--- config.mk ---
export PLATFORM = sky130hd
export DESIGN_NAME = sram_request_arbiter
export DESIGN_NICKNAME = d
export VERILOG_FILES = /design/src/rtl/sram_request_arbiter.sv
export SDC_FILE = /design/constraint.sdc
export NUM_CORES = 1
export LEC_CHECK = 0
export CAP_MARGIN = 20
export CORE_AREA = 2 2 119 121
export CTS_CLUSTER_DIAMETER = 150
export DETAILED_ROUTE_END_ITERATION = 7
export DIE_AREA = 0 0 121 123
export GPL_TIMING_DRIVEN = 0
export PLACE_DENSITY = 0.69
export RECOVER_POWER = 100
export SYNTH_ARGS = -nofsm -noshare
export SYNTH_HDL_FRONTEND = slang
export SYNTH_SLANG_ARGS = --single-unit
--- constraint.sdc ---
create_clock -name clock -period 2.55 [get_ports clock]
set_input_delay 0.51 -clock clock [delete_from_list [all_inputs] [get_ports clock]]
set_output_delay 0.51 -clock clock [all_outputs]
set_load 0.01 [all_outputs]
--- src/rtl/sram_request_arbiter.sv ---
// Arbitrates an instruction-fetch port and a data port onto one SRAM-like bus, tracking
// accepted-but-unanswered transactions in an in-order ID queue to route responses back.
module sram_request_arbiter #(
    parameter int unsigned MAX_OUTSTANDING = 2,
    parameter int unsigned STARVE_LIMIT    = 4
) (
    input  logic        clock,
    input  logic        reset,

    input  logic        inst_req,
    input  logic        inst_wr,
    input  logic [1:0]  inst_size,
    input  logic [31:0] inst_addr,
    input  logic [31:0] inst_wdata,
    output logic        inst_addr_ok,
    output logic        inst_data_ok,
    output logic [31:0] inst_rdata,

    input  logic        data_req,
    input  logic        data_wr,
    input  logic [1:0]  data_size,
    input  logic [31:0] data_addr,
    input  logic [31:0] data_wdata,
    output logic        data_addr_ok,
    output logic        data_data_ok,
    output logic [31:0] data_rdata,

    output logic        mem_req,
    output logic        mem_wr,
    output logic [1:0]  mem_size,
    output logic [31:0] mem_addr,
    output logic [31:0] mem_wdata,
    input  logic        mem_addr_ok,
    input  logic        mem_data_ok,
    input  logic [31:0] mem_rdata
);

    localparam int unsigned CntW    = $clog2(MAX_OUTSTANDING + 1);
    localparam int unsigned StarveW = (STARVE_LIMIT > 0) ? $clog2(STARVE_LIMIT + 1) : 1;

    typedef enum logic {
        OwnInst = 1'b0,
        OwnData = 1'b1
    } owner_e;

    typedef enum logic {
        StIdle   = 1'b0,
        StLocked = 1'b1
    } state_e;

    state_e              state_q, state_d;
    owner_e              owner_q, owner_d;
    logic [StarveW-1:0]  starve_q, starve_d;
    logic [CntW-1:0]     count_q, count_d;
    owner_e              id_q [MAX_OUTSTANDING];
    owner_e              id_d [MAX_OUTSTANDING];

    owner_e              grant;
    logic                grant_req;
    logic                full;
    logic                starved;
    logic                req_out;
    logic                accept;
    logic                pop;
    logic [CntW-1:0]     wr_idx;

    // Fullness uses the registered count only, so a same-cycle pop cannot open a slot.
    assign full    = (count_q == CntW'(MAX_OUTSTANDING));
    assign starved = (starve_q >= StarveW'(STARVE_LIMIT));

    always_comb begin
        grant = OwnData;
        if (state_q == StLocked) begin
            grant = owner_q;
        end else if (data_req && inst_req) begin
            grant = starved ? OwnInst : OwnData;
        end else if (inst_req) begin
            grant = OwnInst;
        end else begin
            grant = OwnData;
        end
        grant_req = (grant == OwnData) ? data_req : inst_req;
    end

    assign req_out = !reset && !full && grant_req;
    assign accept  = req_out && mem_addr_ok;
    assign pop     = !reset && mem_data_ok && (count_q != '0);

    always_comb begin
        mem_req   = req_out;
        mem_wr    = 1'b0;
        mem_size  = 2'd0;
        mem_addr  = 32'd0;
        mem_wdata = 32'd0;
        if (req_out) begin
            if (grant == OwnData) begin
                mem_wr    = data_wr;
                mem_size  = data_size;
                mem_addr  = data_addr;
                mem_wdata = data_wdata;
            end else begin
                mem_wr    = inst_wr;
                mem_size  = inst_size;
                mem_addr  = inst_addr;
                mem_wdata = inst_wdata;
            end
        end
    end

    assign inst_addr_ok = accept && (grant == OwnInst);
    assign data_addr_ok = accept && (grant == OwnData);
    assign inst_data_ok = pop && (id_q[0] == OwnInst);
    assign data_data_ok = pop && (id_q[0] == OwnData);
    assign inst_rdata   = mem_rdata;
    assign data_rdata   = mem_rdata;

    // Lock FSM: a presented-but-unaccepted request pins the owner until the memory takes it.
    always_comb begin
        state_d = state_q;
        owner_d = owner_q;
        unique case (state_q)
            StIdle: begin
                if (req_out && !mem_addr_ok) begin
                    state_d = StLocked;
                    owner_d = grant;
                end
            end
            StLocked: begin
                if (accept || !grant_req) begin
                    state_d = StIdle;
                end
            end
            default: state_d = StIdle;
        endcase
    end

    always_comb begin
        starve_d = starve_q;
        if (!inst_req || (accept && grant == OwnInst)) begin
            starve_d = '0;
        end else if (accept && grant == OwnData && !starved) begin
            starve_d = starve_q + StarveW'(1);
        end
    end

    // In-order ID queue kept as a shift register; head is always entry 0.
    always_comb begin
        id_d    = id_q;
        count_d = count_q;
        wr_idx  = count_q - CntW'(pop);
        if (pop) begin
            for (int i = 0; i < int'(MAX_OUTSTANDING) - 1; i++) begin
                id_d[i] = id_q[i+1];
            end
            id_d[MAX_OUTSTANDING-1] = OwnInst;
        end
        if (accept) begin
            id_d[wr_idx] = grant;
        end
        if (accept && !pop) begin
            count_d = count_q + CntW'(1);
        end else if (pop && !accept) begin
            count_d = count_q - CntW'(1);
        end
    end

    always_ff @(posedge clock) begin
        if (reset) begin
            state_q  <= StIdle;
            owner_q  <= OwnInst;
            starve_q <= '0;
            count_q  <= '0;
            for (int i = 0; i < int'(MAX_OUTSTANDING); i++) begin
                id_q[i] <= OwnInst;
            end
        end else begin
            state_q  <= state_d;
            owner_q  <= owner_d;
            starve_q <= starve_d;
            count_q  <= count_d;
            id_q     <= id_d;
        end
    end

endmodule

==> flow_summary_export.csv <==
group,metric,value,unit
outcome,outcome,"finished clean",
sta,drv_slew,0,
placed_design,gp_congestion,0.785,
min_path,hold_path.class,"reg2reg",
critical_path,critPathCaptureType,"output port",
drt,wl_per_cell,14.8,µm
critical_path,cp_num_cells,6,
power_and_ir_drop,finalPower,1.49,mW
global_routing,grt_use_total,0.135,
cts,htree_levels,1,
critical_path,reg2reg_depth,6,
critical_path,cp.required,2.04,ns
floorplan,start_util,0.168,
sta,hold_violations,0,
critical_path,cp-start-kind,"primary input",
finish,diodes,0,
drt,drcViolationCount,0,
sta,setup_tns,0,ns
critical_path,crit_fanout,6,
drt,final_antenna_net_count,0,
drt,vias,3020,
floorplan,dieHeight,123,µm
critical_path,slowest_delay,0.63,ns
cts,cts_root_buffer,"clkbuf_16",
critical_path,r2r_slack,0.54,ns
power_and_ir_drop,cellLeakagePower,2.60,nW
critical_path,crit_end,"mem_wdata[25]",
drt,wirelength,11300,µm
floorplan,die_area,0.0149,mm²
logic_synthesis,yosys_warnings,0,
logic_synthesis,syn-cell-area,0.00229,mm²
sta,rsz0062_at_grt,"true",
power_and_ir_drop,p_per_area,264,mW/mm²
logic_synthesis,avgSynthCellArea,7.89,µm²
floorplan,die_w,121,µm
cts,cts-buffers-inserted,3,
cts,insertion_delay,0.24,ns
global_routing,grt_max_degree,11,
critical_path,crit_family,"simple AND/OR/NAND/NOR gates",
floorplan,ioPinCount,308,
logic_synthesis,synthCells,290,
critical_path,startpoint,"data_req",
cts,holdBufCountCts,0,
logic_synthesis,ys_types,44,
global_routing,antenna_found_initial,0,
drt,drtIter0Drc,62,
drt,dr.pass1.iters,4,
sta,setup_violations,0,
global_routing,grt_first_pass_wirelength,16100,µm
sta,worst_pin_slew,0.377,ns
critical_path,crit_arrival,2.01,ns
cts,clkTransAtPathRegs,0.04,ns
placed_design,dp.cells,745,
critical_path,rr_endpoint,"id_q[0]",
placed_design,port-buffer-count,275,
sta,max_slew_margin,0.745,
critical_path,cp.buffers_inverters,3,
sta,finalCriticalPeriod,2.52,ns
cts,cts_sinks,9,
finish,final_nets,758,
logic_synthesis,ys_seq_area_frac,0.0787,
sta,fmax,397,MHz
critical_path,crit_chain,"buf_6 > and3b_2 > or4_4 > buf_12 > nor2_2 > clkdlybuf4s15_2",
critical_path,critical_path_class,"in2out",
finish,final_cells,762,
finish,drive_gt1_frac,0.342,
sta,post-route-period-util,0.988,
floorplan,row_count,43,
logic_synthesis,ys_ff_latch,9,
global_routing,grt_overflow_total,0,
global_routing,first_global_vias,3091,
placed_design,dp_hpwl,9470,µm
finish,area_delta_synth_final,146,%
drt,via_per_inst,3.96,
job,maxCapViolations,0,
power_and_ir_drop,ir_drop,0.168,mV
critical_path,cp_slowest_cell,"or4_4",
logic_synthesis,synthesis.nets,465,
floorplan,core_area,0.0136,mm²
sta,fin_skew,0.00111,ns
critical_path,r2r_start,"state_q",
cts,ctsLongestPathBuffers,2,
cts,cts_tree,"done",
## metal layers
layer | up-vias | GRT usage | routed length (µm)
li1 | 1502 | - | -
met1 | 1357 | 0.153 | 4220
met2 | 150 | 0.252 | 6030
met3 | 11 | 0.0318 | 886
met4 | 0 | 0.0320 | 130
met5 | - | 0 | 0
## where the power goes
group	switching [mW]	leakage (nW)	internal, mW
Sequential	0.00638	0.0751	0.147
Clock	0.0704	0.0382	0.209
Combinational	0.412	2.48	0.642
## worst min path at each step
stage          cells past startpoint  slack [ns]         from          end
2_1_floorplan                      2        0.45      id_q[0]      id_q[0]
3_3_place_gp                       2        0.47      id_q[0]      id_q[0]
3_5_place_dp                       2        0.47      id_q[0]      id_q[0]
4_1_cts                            2        0.49  starve_q[1]  starve_q[1]
5_1_grt                            2        0.52  starve_q[0]  starve_q[0]
6_report                           2        0.49  starve_q[1]  starve_q[1]
## through the flow
stage                     hold slack, ns  instance area [µm²]   util  worst slack (ns)
after detailed placement           0.475                 5270  0.387             -1.16
final                              0.493                 5630  0.414            0.0312
after global placement             0.468                 5270  0.387             -1.13
after CTS                          0.489                 5460  0.401          -0.00885
after floorplan                    0.455                 2290      -             0.350
after global routing               0.521                 5630  0.414           -0.0295
## registers in the layout, summed over array words and instances, names as in the netlist
signal,count
id_q,2
starve_q,3
count_q,2
state_q,1
owner_q,1
## final cells by class
| class | instances | area, µm² |
|---|---|---|
| flip-flops and latches | 9 | 189 |
| inverters | 5 | 18.8 |
| well taps | 180 | 225 |
| repair buffers | 289 | 2820 |
| multi-input cells | 194 | 1570 |
| fillers | 1332 | 7980 |
| clock buffers | 4 | 78.8 |
| plain buffers | 81 | 728 |
## worst register-to-register path, delay by kind of cell, from the launching register on
family / cells / cell delay [ns]
buf+inv: 2 / 0.27
flops: 1 / 0.36
mux: 1 / 0.22
simple gates: 3 / 1.10
## synth_stat cells, drive strengths merged
cell type	number	share of area
a2111oi	1	0.0038
a211oi	2	0.0066
a21boi	2	0.0066
a21o	1	0.0033
a21oi	4	0.010
a31oi	2	0.0055
and2	1	0.0027
and3	1	0.0027
and3b	1	0.0038
buf	76	0.26
clkbuf	6	0.0098
dfxtp	9	0.079
ha	3	0.016
inv	5	0.0082
mux2	1	0.0049
mux2i	69	0.30
nand2	5	0.0082
nand2b	2	0.0055
nand3	1	0.0022
nand3b	1	0.0033
nand4	1	0.0027
nand4b	1	0.0038
nor2	76	0.18
nor2b	3	0.011
nor3	2	0.0044
nor3b	2	0.0066
nor4	1	0.0027
nor4b	2	0.017
o21a	1	0.0033
o21ai	1	0.0022
o21bai	1	0.0033
o22ai	2	0.0055
o31ai	1	0.0033
or4	1	0.0049
or4b	1	0.0060
xnor2	1	0.0038
## timing repair
item | in CTS | in global routing
endpoints found under the hold margin | 0 | 0
gates resized for setup | 236 | 83
setup endpoints to repair | 72 | 65
cloned | 1 | 2
setup buffers | 4 | 7
pin swaps | 2 | 8
## layout by cell type, fill, tap and decap left out, drive strengths merged, types with 5 or more instances in the layout
master and instances:
dlygate4sd3 65, clkbuf 27, dlygate4sd2 7, dfxtp 9, inv 5, clkdlybuf4s15 20
buf 118, mux2i 69, clkdlybuf4s50 137, nand2 5, nor2 76
## cells by family (layout without fill, tap and decap cells)
logic type / after synthesis / count (layout) / share of synthesized area
AOI/OAI and AO/OA: 18 / 18 / 0.0536
xor gates and xnor gates: 1 / 1 / 0.00383
adders and majority gates: 3 / 3 / 0.0164
buffers and inverters: 87 / 379 / 0.276
DFF: 9 / 9 / 0.0787
muxes: 70 / 70 / 0.307
and+or+nand+nor: 102 / 102 / 0.265
Power figures use the tool's default switching activity.
